$ cat src/rtl/reservation_station.sv
// Reservation station: holds dispatched instructions, snoops the CDB for pending
// operands and issues the lowest-index operand-complete entry to one functional unit.
module reservation_station #(
   parameter int DEPTH     = 4,
   parameter int ROB_IDX_W = 4,
   parameter int OP_W      = 4
) (
   input  logic                 clk,
   input  logic                 rst,
   input  logic                 flush,
   input  logic                 disp_valid,
   output logic                 disp_ready,
   input  logic [OP_W-1:0]      disp_op,
   input  logic                 disp_rs1_rdy,
   input  logic [31:0]          disp_rs1_val,
   input  logic [ROB_IDX_W-1:0] disp_rs1_tag,
   input  logic                 disp_rs2_rdy,
   input  logic [31:0]          disp_rs2_val,
   input  logic [ROB_IDX_W-1:0] disp_rs2_tag,
   input  logic [ROB_IDX_W-1:0] disp_rob_idx,
   input  logic [4:0]           disp_rd_addr,
   input  logic                 cdb_valid,
   input  logic [31:0]          cdb_data,
   input  logic [ROB_IDX_W-1:0] cdb_rob_idx,
   output logic                 issue_valid,
   input  logic                 issue_ready,
   output logic [OP_W-1:0]      issue_op,
   output logic [31:0]          issue_rs1,
   output logic [31:0]          issue_rs2,
   output logic [ROB_IDX_W-1:0] issue_rob_idx,
   output logic [4:0]           issue_rd_addr
);

   localparam int IDX_W = (DEPTH > 1) ? $clog2(DEPTH) : 1;

   logic [DEPTH-1:0]     busy;
   logic [DEPTH-1:0]     rs1_rdy;
   logic [DEPTH-1:0]     rs2_rdy;
   logic [OP_W-1:0]      op_q    [DEPTH];
   logic [31:0]          rs1_val [DEPTH];
   logic [31:0]          rs2_val [DEPTH];
   logic [ROB_IDX_W-1:0] rs1_tag [DEPTH];
   logic [ROB_IDX_W-1:0] rs2_tag [DEPTH];
   logic [ROB_IDX_W-1:0] rob_q   [DEPTH];
   logic [4:0]           rd_q    [DEPTH];

   logic [DEPTH-1:0] entry_rdy;
   logic [IDX_W-1:0] alloc_idx;
   logic [IDX_W-1:0] sel_idx;
   logic             disp_fire;
   logic             issue_fire;
   logic             rs1_bypass;
   logic             rs2_bypass;

   // Readiness and free slots come only from registered state, so neither the
   // CDB nor this cycle's issue can combinationally affect issue or dispatch.
   assign entry_rdy   = busy & rs1_rdy & rs2_rdy;
   assign disp_ready  = ~&busy;
   assign issue_valid = |entry_rdy;
   assign disp_fire   = disp_valid && disp_ready;
   assign issue_fire  = issue_valid && issue_ready;
   assign rs1_bypass  = !disp_rs1_rdy && cdb_valid && (cdb_rob_idx == disp_rs1_tag);
   assign rs2_bypass  = !disp_rs2_rdy && cdb_valid && (cdb_rob_idx == disp_rs2_tag);

   always_comb begin
      alloc_idx = '0;
      sel_idx   = '0;
      for (int i = DEPTH - 1; i >= 0; i--) begin
         if (!busy[i])     alloc_idx = IDX_W'(i);
         if (entry_rdy[i]) sel_idx   = IDX_W'(i);
      end
   end

   assign issue_op      = issue_valid ? op_q[sel_idx]    : '0;
   assign issue_rs1     = issue_valid ? rs1_val[sel_idx] : '0;
   assign issue_rs2     = issue_valid ? rs2_val[sel_idx] : '0;
   assign issue_rob_idx = issue_valid ? rob_q[sel_idx]   : '0;
   assign issue_rd_addr = issue_valid ? rd_q[sel_idx]    : '0;

   always_ff @(posedge clk or negedge rst) begin
      if (!rst) begin
         busy    <= '0;
         rs1_rdy <= '0;
         rs2_rdy <= '0;
         for (int i = 0; i < DEPTH; i++) begin
            op_q[i]    <= '0;
            rs1_val[i] <= '0;
            rs2_val[i] <= '0;
            rs1_tag[i] <= '0;
            rs2_tag[i] <= '0;
            rob_q[i]   <= '0;
            rd_q[i]    <= '0;
         end
      end else if (flush) begin
         busy <= '0;
      end else begin
         for (int i = 0; i < DEPTH; i++) begin
            if (busy[i]) begin
               if (!rs1_rdy[i] && cdb_valid && (cdb_rob_idx == rs1_tag[i])) begin
                  rs1_rdy[i] <= 1'b1;
                  rs1_val[i] <= cdb_data;
               end
               if (!rs2_rdy[i] && cdb_valid && (cdb_rob_idx == rs2_tag[i])) begin
                  rs2_rdy[i] <= 1'b1;
                  rs2_val[i] <= cdb_data;
               end
               if (issue_fire && (sel_idx == IDX_W'(i)))
                  busy[i] <= 1'b0;
            end else if (disp_fire && (alloc_idx == IDX_W'(i))) begin
               busy[i]    <= 1'b1;
               op_q[i]    <= disp_op;
               rs1_rdy[i] <= disp_rs1_rdy || rs1_bypass;
               rs1_val[i] <= rs1_bypass ? cdb_data : disp_rs1_val;
               rs1_tag[i] <= disp_rs1_tag;
               rs2_rdy[i] <= disp_rs2_rdy || rs2_bypass;
               rs2_val[i] <= rs2_bypass ? cdb_data : disp_rs2_val;
               rs2_tag[i] <= disp_rs2_tag;
               rob_q[i]   <= disp_rob_idx;
               rd_q[i]    <= disp_rd_addr;
            end
         end
      end
   end

endmodule

$ cat config.mk
export PLATFORM = sky130hd
export DESIGN_NAME = reservation_station
export DESIGN_NICKNAME = d
export VERILOG_FILES = /design/src/rtl/reservation_station.sv
export SDC_FILE = /design/constraint.sdc
export NUM_CORES = 1
export LEC_CHECK = 0
export ABC_AREA = 1
export ABC_CLOCK_PERIOD_IN_PS = 1700
export CAP_MARGIN = 20
export CORE_MARGIN = 5
export CORE_UTILIZATION = 53
export CTS_CLUSTER_SIZE = 25
export DETAILED_ROUTE_END_ITERATION = 6
export PLACE_DENSITY = 0.78
export SKIP_CTS_REPAIR_TIMING = 1
export SYNTH_ARGS = -nofsm -noshare
export SYNTH_HDL_FRONTEND = slang
export SYNTH_SLANG_ARGS = --single-unit
$ cat constraint.sdc
create_clock -name clk -period 1.7 [get_ports clk]
set_input_delay 0.17 -clock clk [delete_from_list [all_inputs] [get_ports clk]]
set_output_delay 0.17 -clock clk [all_outputs]
set_load 0.005 [all_outputs]
# After elaboration in Yosys (flattened, before gate mapping)
# Cells that the tools add are included.
# W data, S select, Z words.
# word_totals
ff_bits	352
latch_bits	0
mem_bits_rw	0
romBits	0
in_bits	129
output_inout_bits	79
wordCells	224
n_memories	0
# classes
n_addsub	0
mul	0
div	0
magnitude_cmp	1
n_eq_ne	24
shift	0
muxes	91
bitwise	8
n_reduce_logical	63
# op_table
cell	n
$mux W32	32
$bmux W32 S2	2
$eq A4 B4 Y1	10
$mux W1	36
$reduce_and A3 Y1	12
$logic_and A1 B1 Y1	30
$mux W4	7
$bmux W4 S2	2
$mux W2	8
$ne A2 B1 Y1 const B	8
$mux W5	3
$logic_not A1 Y1	11
$bmux W5 S2	1
$and A4 B4 Y4	2
$eq A2 B2 Y1 const B	4
$reduce_bool A2 Y1	4
$not A1 Y1	5
$eq A2 B1 Y1 const B	2
$logic_not A2 Y1	2
$reduce_and A4 Y1	1
$reduce_or A4 Y1	1
$ge A3 B3 Y1 const B	1
$not A2 Y3	1
$logic_or A1 B1 Y1	2

# Logic depth before layout (Yosys ltp)
# Gate-level depths: netlist of the first run.
# logic_depth
ltp_word	11
depth_mapped	12
mapped_depth_nobuf	10

# Worst setup path after synthesis of the first run
# OpenSTA, ideal clock, no wires.
# synth_timing
path_type	reg2out
from	reg busy[2]
to	out issue_rs2[10]
t_arrival_ps	1498
required_time_ps	1530
setup_slack_ps	32
path_stages_with_launch	11
n_path_buf	3
cell_sequence	dfrtp_1 > buf_2 > nand3_2 > nand4_1 > nand2_1 > nand2_2 > buf_4 > buf_2 > nand2_1 > nand3_1 > a21oi_1
# synth_via
elab_chain_len	10
word_cells_on_any_way	11
cone_classes	mux: 7; bitwise: 3; reduce/logical: 1
# synth_rtl
item	line_no	text
start: declaration	36	logic [DEPTH-1:0] busy;
start signal: assignment	82	busy <= '0;
start signal: assignment	95	busy <= '0;
start signal: indexed assignment	108	busy[i] <= 1'b0;
$and A4 B4 Y4 * (2 in series)	57	assign entry_rdy = busy & rs1_rdy & rs2_rdy;
$mux W2 (3 in series)	70	if (entry_rdy[i]) sel_idx = IDX_W'(i);
$not A2 Y3 (not written as such)	76	assign issue_rs2 = issue_valid ? rs2_val[sel_idx] : '0;
$bmux W32 S2	76	
$mux W32 (not written as such) (2 in series)	76	
$mux W32 *	76	
end: declaration	29	output logic [31:0] issue_rs2,
# Mark *: on every way between the ends. The rest lies on a longest branch, timed or not. The select of a mux whose other input is x is not followed.

# Final worst setup path of the first run
# layout_timing
from	reg busy[2]
to	out issue_rd_addr[1]
# layout_via
elab_chain_len	10
word_cells_on_any_way	11
cone_classes	mux: 7; bitwise: 3; reduce/logical: 1
# layout_rtl
item	line_no	text
$and A4 B4 Y4 * (2 in series)	57	
$mux W2 (3 in series)	70	
$not A2 Y3 (not written as such)	78	assign issue_rd_addr = issue_valid ? rd_q[sel_idx] : '0;
$bmux W5 S2	78	
$mux W5 (not written as such) (2 in series)	78	
$mux W5 *	78	
end: declaration	31	output logic [4:0] issue_rd_addr
# Marks and branches as above.

==> metrics.txt, run 1 <==
Post-Place Cells slightly above 4000; failing checks setup timing; unrepaired setup endpoints after global routing true; power consumption 0.0278 W; post-route fraction of the period consumed by the critical path 1.52; peak clock frequency supported by timing between 300 and 400 MHz; number of H-tree levels 2; non-filler instance count after layout 4269; min-delay worst type in2async; delay of the slowest critical-path stage approximately 0.40 ns; post-synthesis net count 3531; Die Y 213 um; overall die area 0.0455 sq mm; maxcap violations 0; area fraction in compound gates after synthesis 0.0412; count of endpoints failing setup in the final report 380; crit-path max FO 8; leakage power between 15 and 20 nW; required time worst endpoint 1.53 ns; simple logic cell fraction of the synthesized area 0.438; area share of xor/xnor cells in the synthesized design 0.00320; minimum period implied by the final worst setup slack 2.59 ns; worst skew pair latency 0.57 ns; Sinks on Clock Net roughly 350; Netlist Area Pre-Place 0.0219 sq mm; Setup Skew 0.0101 ns; top-area cell type share of the netlist area 0.402; Worst Max-Slew Pin Slew between 0.6 and 0.7 ns; power density of the placed cells 954 mW/mm^2; mean area per synthesized cell 6.44 sq um; CTS tree built; accumulated negative setup slack -171.15 ns; peak supply drop between 0.9 and 1 mV; cells along the critical path nand3_2 > nand4_1 > buf_4 > nand2_4 > nand2_4 > buf_6 > buf_12 > clkbuf_16 > nand2_2 > nand3_2 > a21oi_2 > clkbuf_2; category of the critical setup timing path reg2out; CTS root buffer sky130_fd_sc_hd__clkbuf_16; fraction of layout cells with a size suffix above 1 0.205; HPWL after detailed placement 54700 um; standard cell area after detailed placement 0.0262 sq mm; Hold Fails Final Rpt 0; GPL Wtd Cong 0.951; combinational family with the most area after synthesis simple AND/OR/NAND/NOR gates; number of vias after detailed routing 24800; number of buffers created by CTS between 40 and 50; result of the run complete, but fails checks; area of the multi-input gates 0.0118 sq mm; Chip Width 213 um; number of core rows 74; global routing usage summed across all routing layers 0.344; type of origin of the critical path flop; filler instances between 3000 and 4000; largest cells by area after synthesis sky130_fd_sc_hd__dfrtp_1 (40%), sky130_fd_sc_hd__nand2_1 (25%), sky130_fd_sc_hd__nand3_1 (15%), sky130_fd_sc_hd__inv_1 (6.6%), sky130_fd_sc_hd__o21ai_0 (2.0%); final worst slack -0.887 ns; number of primary I/O pins between 200 and 250; Syn-to-layout area delta 33.1%; initial core utilization 0.537; Crit-path slowest cell sky130_fd_sc_hd__dfrtp_1; mux cell area share after synthesis 0; clock slew at the register clock pins of the worst setup and hold paths 0.06 ns; crit end category primary output; Final Max Slew Viols 0; first-pass iteration count of the detailed router 6; worst r2r path cells 10; CP arrival 2.42 ns; grt total ovfl 0; Slew Limit Headroom 0.573; per-cell via count in the routed design just under 6; initial antenna violation count 4; area leader, netlist sky130_fd_sc_hd__dfrtp_1; first-pass GRT wire length 124000 um; drt wl/cell 19.8 um; post-detailed-routing wire length roughly 84000 um; Seq/Total Area, Yosys 0.402; core footprint 0.0408 sq mm; Layout Nets between 3000 and 4000; pin count of the biggest net entering global routing 79; DRC Markers 0; Yosys Warn Count 0; Gate Count Post-Synth 3402; number of register bits inferred by synthesis 352; number of global-route vias before repair 23100; final design instance area without fill 0.0292 sq mm; sequential standard cell area just under 0.009 sq mm; count of input and output buffers 207; distinct cell type count after synthesis 29; buffers from clock root to sink, at most 3; number of nets with antenna violations after detailed routing 0; iteration-0 DRC count of the detailed router 3326; Post-Synth Adder-Cell Area 0
-- Yosys cell counts --
library cell,instances
sky130_fd_sc_hd__nand2_1,1466
sky130_fd_sc_hd__nand3_1,665
sky130_fd_sc_hd__inv_1,384
sky130_fd_sc_hd__dfrtp_1,352
sky130_fd_sc_hd__o21ai_0,86
sky130_fd_sc_hd__clkbuf_1,83
sky130_fd_sc_hd__a21oi_1,79
sky130_fd_sc_hd__buf_2,71
sky130_fd_sc_hd__nand2_2,64
sky130_fd_sc_hd__nor2_1,39
sky130_fd_sc_hd__buf_1,21
sky130_fd_sc_hd__buf_4,19
sky130_fd_sc_hd__buf_6,14
sky130_fd_sc_hd__inv_2,9
sky130_fd_sc_hd__nor3_1,9
sky130_fd_sc_hd__xnor2_1,8
sky130_fd_sc_hd__nor2_2,5
sky130_fd_sc_hd__o21ai_1,5
sky130_fd_sc_hd__nand3_2,4
sky130_fd_sc_hd__a21oi_2,3
sky130_fd_sc_hd__nand4_1,3
sky130_fd_sc_hd__nor3_2,3
sky130_fd_sc_hd__nand4_2,2
sky130_fd_sc_hd__o21ai_2,2
sky130_fd_sc_hd__or2_2,2
sky130_fd_sc_hd__a311oi_1,1
sky130_fd_sc_hd__clkinv_1,1
sky130_fd_sc_hd__nand2_4,1
sky130_fd_sc_hd__nand3_4,1
-- power breakdown --
| group | total (W) | internal, W | leakage, nW | switching (W) |
|---|---|---|---|---|
| combinational | 0.00764 | 0.00311 | 11.0 | 0.00454 |
| sequential | 0.0110 | 0.0100 | 4.59 | 0.000975 |
| clock | 0.00916 | 0.00552 | 0.689 | 0.00363 |
-- cell families after synthesis --
| kind of cell | after synthesis |
|---|---|
| AOI/OAI and AO/OA | 176 |
| and+or+nand+nor | 2264 |
| buffers and inverters | 602 |
| xor gates and xnor gates | 8 |
| DFF | 352 |
-- final cells by class --
type                            count  share of cell area
Clock buffer                       65              0.0445
Timing Repair Buffer              469               0.170
Tap cell                          532              0.0228
Clock inverter                      8             0.00330
Antenna cell                        1           0.0000858
Multi-Input combinational cell   2448               0.406
Inverter                          394              0.0508
Sequential cell                   352               0.302
-- path summary, 6_finish.rpt --
check                           slack (ns)                       end                startpoint
worst max-delay path                 -0.89          issue_rd_addr[1]         busy[2]$_DFF_PN0_
worst min-delay path                  0.06     rob_q[10]$_DFFE_PN0P_                       rst
worst max register to register       -0.75   rs2_val[43]$_DFFE_PN0P_         busy[2]$_DFF_PN0_
worst min register to register        0.48  rs1_val[119]$_DFFE_PN0P_  rs1_val[119]$_DFFE_PN0P_
max in group asynchronous             0.90   rs1_val[43]$_DFFE_PN0P_                       rst
min in group clk                      0.24      rob_q[1]$_DFFE_PN0P_           disp_rob_idx[1]
-- flip-flops by register name (all words and copies together) (netlist names) --
| register | count |
|---|---|
| busy | 4 |
| op_q | 16 |
| rd_q | 20 |
| rob_q | 16 |
| rs1_rdy | 4 |
| rs1_tag | 16 |
| rs1_val | 128 |
| rs2_rdy | 4 |
| rs2_tag | 16 |
| rs2_val | 128 |
-- metrics by stage --
stage	hold slack, ns	worst slack [ns]	util
finish	0.0550	-0.887	0.714
global placement	0.0472	-0.592	0.641
global route	0.0784	-1.01	0.714
floorplan	-0.126	0.0323	-
CTS	-0.552	-1.25	0.675
detailed placement	0.0452	-0.621	0.641
-- layer usage --
metal	track usage	wire [um]	up-vias
met3	0.0892	10700	430
met2	0.538	37700	1818
met5	0	24	-
li1	-	-	11200
met1	0.449	30700	11300
met4	0.170	5220	4
-- layout by cell type (no fill, tap or decap), types with 9 or more instances in the layout --
master	n
sky130_fd_sc_hd__nand2_1	1369
sky130_fd_sc_hd__nand3_1	593
sky130_fd_sc_hd__inv_1	359
sky130_fd_sc_hd__dfrtp_1	350
sky130_fd_sc_hd__buf_4	147
sky130_fd_sc_hd__clkdlybuf4s50_1	128
sky130_fd_sc_hd__nand2_2	124
sky130_fd_sc_hd__o21ai_0	86
sky130_fd_sc_hd__buf_12	75
sky130_fd_sc_hd__buf_2	70
sky130_fd_sc_hd__a21oi_2	65
sky130_fd_sc_hd__nand3_2	54
sky130_fd_sc_hd__clkbuf_16	54
sky130_fd_sc_hd__nand2_4	38
sky130_fd_sc_hd__nor2_1	38
sky130_fd_sc_hd__inv_2	34
sky130_fd_sc_hd__buf_6	24
sky130_fd_sc_hd__nand3_4	23
sky130_fd_sc_hd__clkbuf_8	14
sky130_fd_sc_hd__a21oi_1	12
sky130_fd_sc_hd__nor3_1	9
-- critical path, delay by kind of cell (launching register included) --
kind                   cells  cell delay [ns]
buffers and inverters      5             0.75
AO/OA/AOI/OAI              1             0.18
flip-flops                 1             0.40
AND/OR/NAND/NOR            6             0.51
Power figures use the tool's default switching activity.
==> run 2, diff against run 1 <==
CAP_MARGIN = default   (was 20)
SETUP_SLACK_MARGIN = 0.02   (was default)
==> run 2 against run 1 <==
Effect of this change:
- the flow still finishes with violations (setup timing)
- global-route usage stayed put
- die area stayed put
- sequential power hardly changed
- combinational power is 4.8% lower
- via count is 0.89% lower
- critical path type unchanged
- largest power group unchanged
==> metrics.txt, run 2 (synthesis results as in run 1) <==
result of the run complete, but fails checks; failing checks setup timing; iteration-0 DRC count of the detailed router 3101; crit-path max FO 6; CTS tree built; post-route fraction of the period consumed by the critical path 1.53; drt wl/cell 19.5 um; number of core rows 74; post-placement setup slack -0.621 ns; fraction of power consumed by combinational cells 0.265; grt total ovfl 0; Final Max Slew Viols 0; first-pass GRT wire length about 120000 um; crit end category primary output; delay of the slowest critical-path stage 0.40 ns; peak supply drop 0.977 mV; DRC Markers 0; global routing usage summed across all routing layers 0.344; unrepaired setup endpoints after global routing true; portion of total power attributed to the clock network 0.333; filler instances roughly 3300; maxcap violations 0; per-cell via count in the routed design 5.76; final worst slack -0.897 ns; number of primary I/O pins ~210; first-pass iteration count of the detailed router 6; overall die area roughly 0.046 sq mm; Setup Skew 0.0100 ns; sequential standard cell area slightly below 0.009 sq mm; Syn-to-layout area delta 31.5%; pin count of the biggest net entering global routing 79; Sinks on Clock Net 352; switching share of power 0.326; most used cells in the layout excluding fill and tap cells sky130_fd_sc_hd__nand2_1 (1364), sky130_fd_sc_hd__nand3_1 (613), sky130_fd_sc_hd__inv_1 (355); min-delay worst type in2async; minimum period implied by the final worst setup slack 2.60 ns; CP arrival about 2.4 ns; fraction of layout cells with a size suffix above 1 0.200; most common cell after layout, fill and taps aside sky130_fd_sc_hd__nand2_1; number of nets with antenna violations after detailed routing 0; count of input and output buffers 207; Slew Limit Headroom 0.587; number of vias after detailed routing 24600; peak clock frequency supported by timing 385 MHz; Hold Fails Final Rpt 0; cells along the critical path nand3_2 > nand4_1 > buf_4 > nor2_4 > buf_12 > buf_8 > clkbuf_16 > nand2_2 > nand2_1 > inv_1 > a21oi_2 > buf_2; area of the multi-input gates 0.0116 sq mm; number of H-tree levels 2; HPWL after detailed placement between 50000 and 60000 um; Largest regs rs1_val x128, rs2_val x128, rd_q x20; worst skew pair latency 0.57 ns; Crit-path slowest cell sky130_fd_sc_hd__dfrtp_1; Worst Max-Slew Pin Slew 0.619 ns; count of endpoints failing setup in the final report 371; number of global-route vias before repair 23100; GPL Wtd Cong 0.951; number of buffers created by CTS 41; Layout Nets 3829; post-detailed-routing wire length roughly 83000 um; switching power 0.00893 W; Chip Width 213 um; initial antenna violation count 4; Internal Pwr Total 0.0185 W; power consumption 0.0274 W; clock slew at the register clock pins of the worst setup and hold paths 0.05 ns; portion of total power attributed to sequential cells 0.402; core footprint 0.0408 sq mm; CTS root buffer sky130_fd_sc_hd__clkbuf_16; Die Y 213 um; required time worst endpoint 1.53 ns; power density of the placed cells 951 mW/mm^2; category of the critical setup timing path reg2out; type of origin of the critical path flop; leakage power 16.3 nW; buffers from clock root to sink, at most 3; initial core utilization 0.537
-- run 2: final timing paths --
kind,from,endpoint,slack (ns),depth (start not counted)
max in group asynchronous,rst,rs1_val[43]$_DFFE_PN0P_,0.89,4
min in group clk,disp_rob_idx[2],rob_q[2]$_DFFE_PN0P_,0.24,3
setup / recovery,busy[2]$_DFF_PN0_,issue_rs2[15],-0.90,12
setup reg to reg,busy[2]$_DFF_PN0_,rs2_val[21]$_DFFE_PN0P_,-0.67,10
hold / removal,rst,rob_q[10]$_DFFE_PN0P_,0.05,2
hold reg to reg,rs1_val[119]$_DFFE_PN0P_,rs1_val[119]$_DFFE_PN0P_,0.48,2
-- run 2: power by group through the flow --
stage | clock network [W] | registers (W) | logic [W]
finish | 0.00913 | 0.0110 | 0.00727
global route | 0.00954 | 0.0112 | 0.00800
CTS | 0.00918 | 0.0109 | 0.00660
floorplan | 0 | 0.0108 | 0.00381
global placement | 0 | 0.0110 | 0.00638
detailed placement | 0 | 0.0111 | 0.00652
-- run 2: layout make-up --
class,count,area share
multi-input combinational,2448,0.403
sequential,352,0.306
timing repair buffer,463,0.168
inverter,394,0.0514
clock buffer,65,0.0451
tap,532,0.0231
clock inverter,8,0.00334
antenna,1,0.0000868
-- run 2: through the flow --
stage	instances	cell area, sq um	hold WS, ns	utilization	TNS, ns
detailed placement	4148	26200	0.0452	0.641	-170.85
floorplan	3402	21900	-0.126	-	0
global route	4263	28800	0.0785	0.706	-193.50
CTS	4221	27600	-0.552	0.675	-164.21
global placement	4148	26200	0.0472	0.641	-159.04
finish	4263	28800	0.0548	0.706	-162.12
-- run 2: per-layer routing --
layer / share of wire / global-route usage
met5: 0.00042 / 0
met3: 0.12 / 0.0892
met1: 0.37 / 0.449
met4: 0.058 / 0.170
met2: 0.45 / 0.538
-- run 2: worst max-delay path: cells and delay by family (launching register included) --
family,cells,cell delay [ns]
buf+inv,6,0.81
simple gates,5,0.48
flops,1,0.40
compound gates,1,0.16
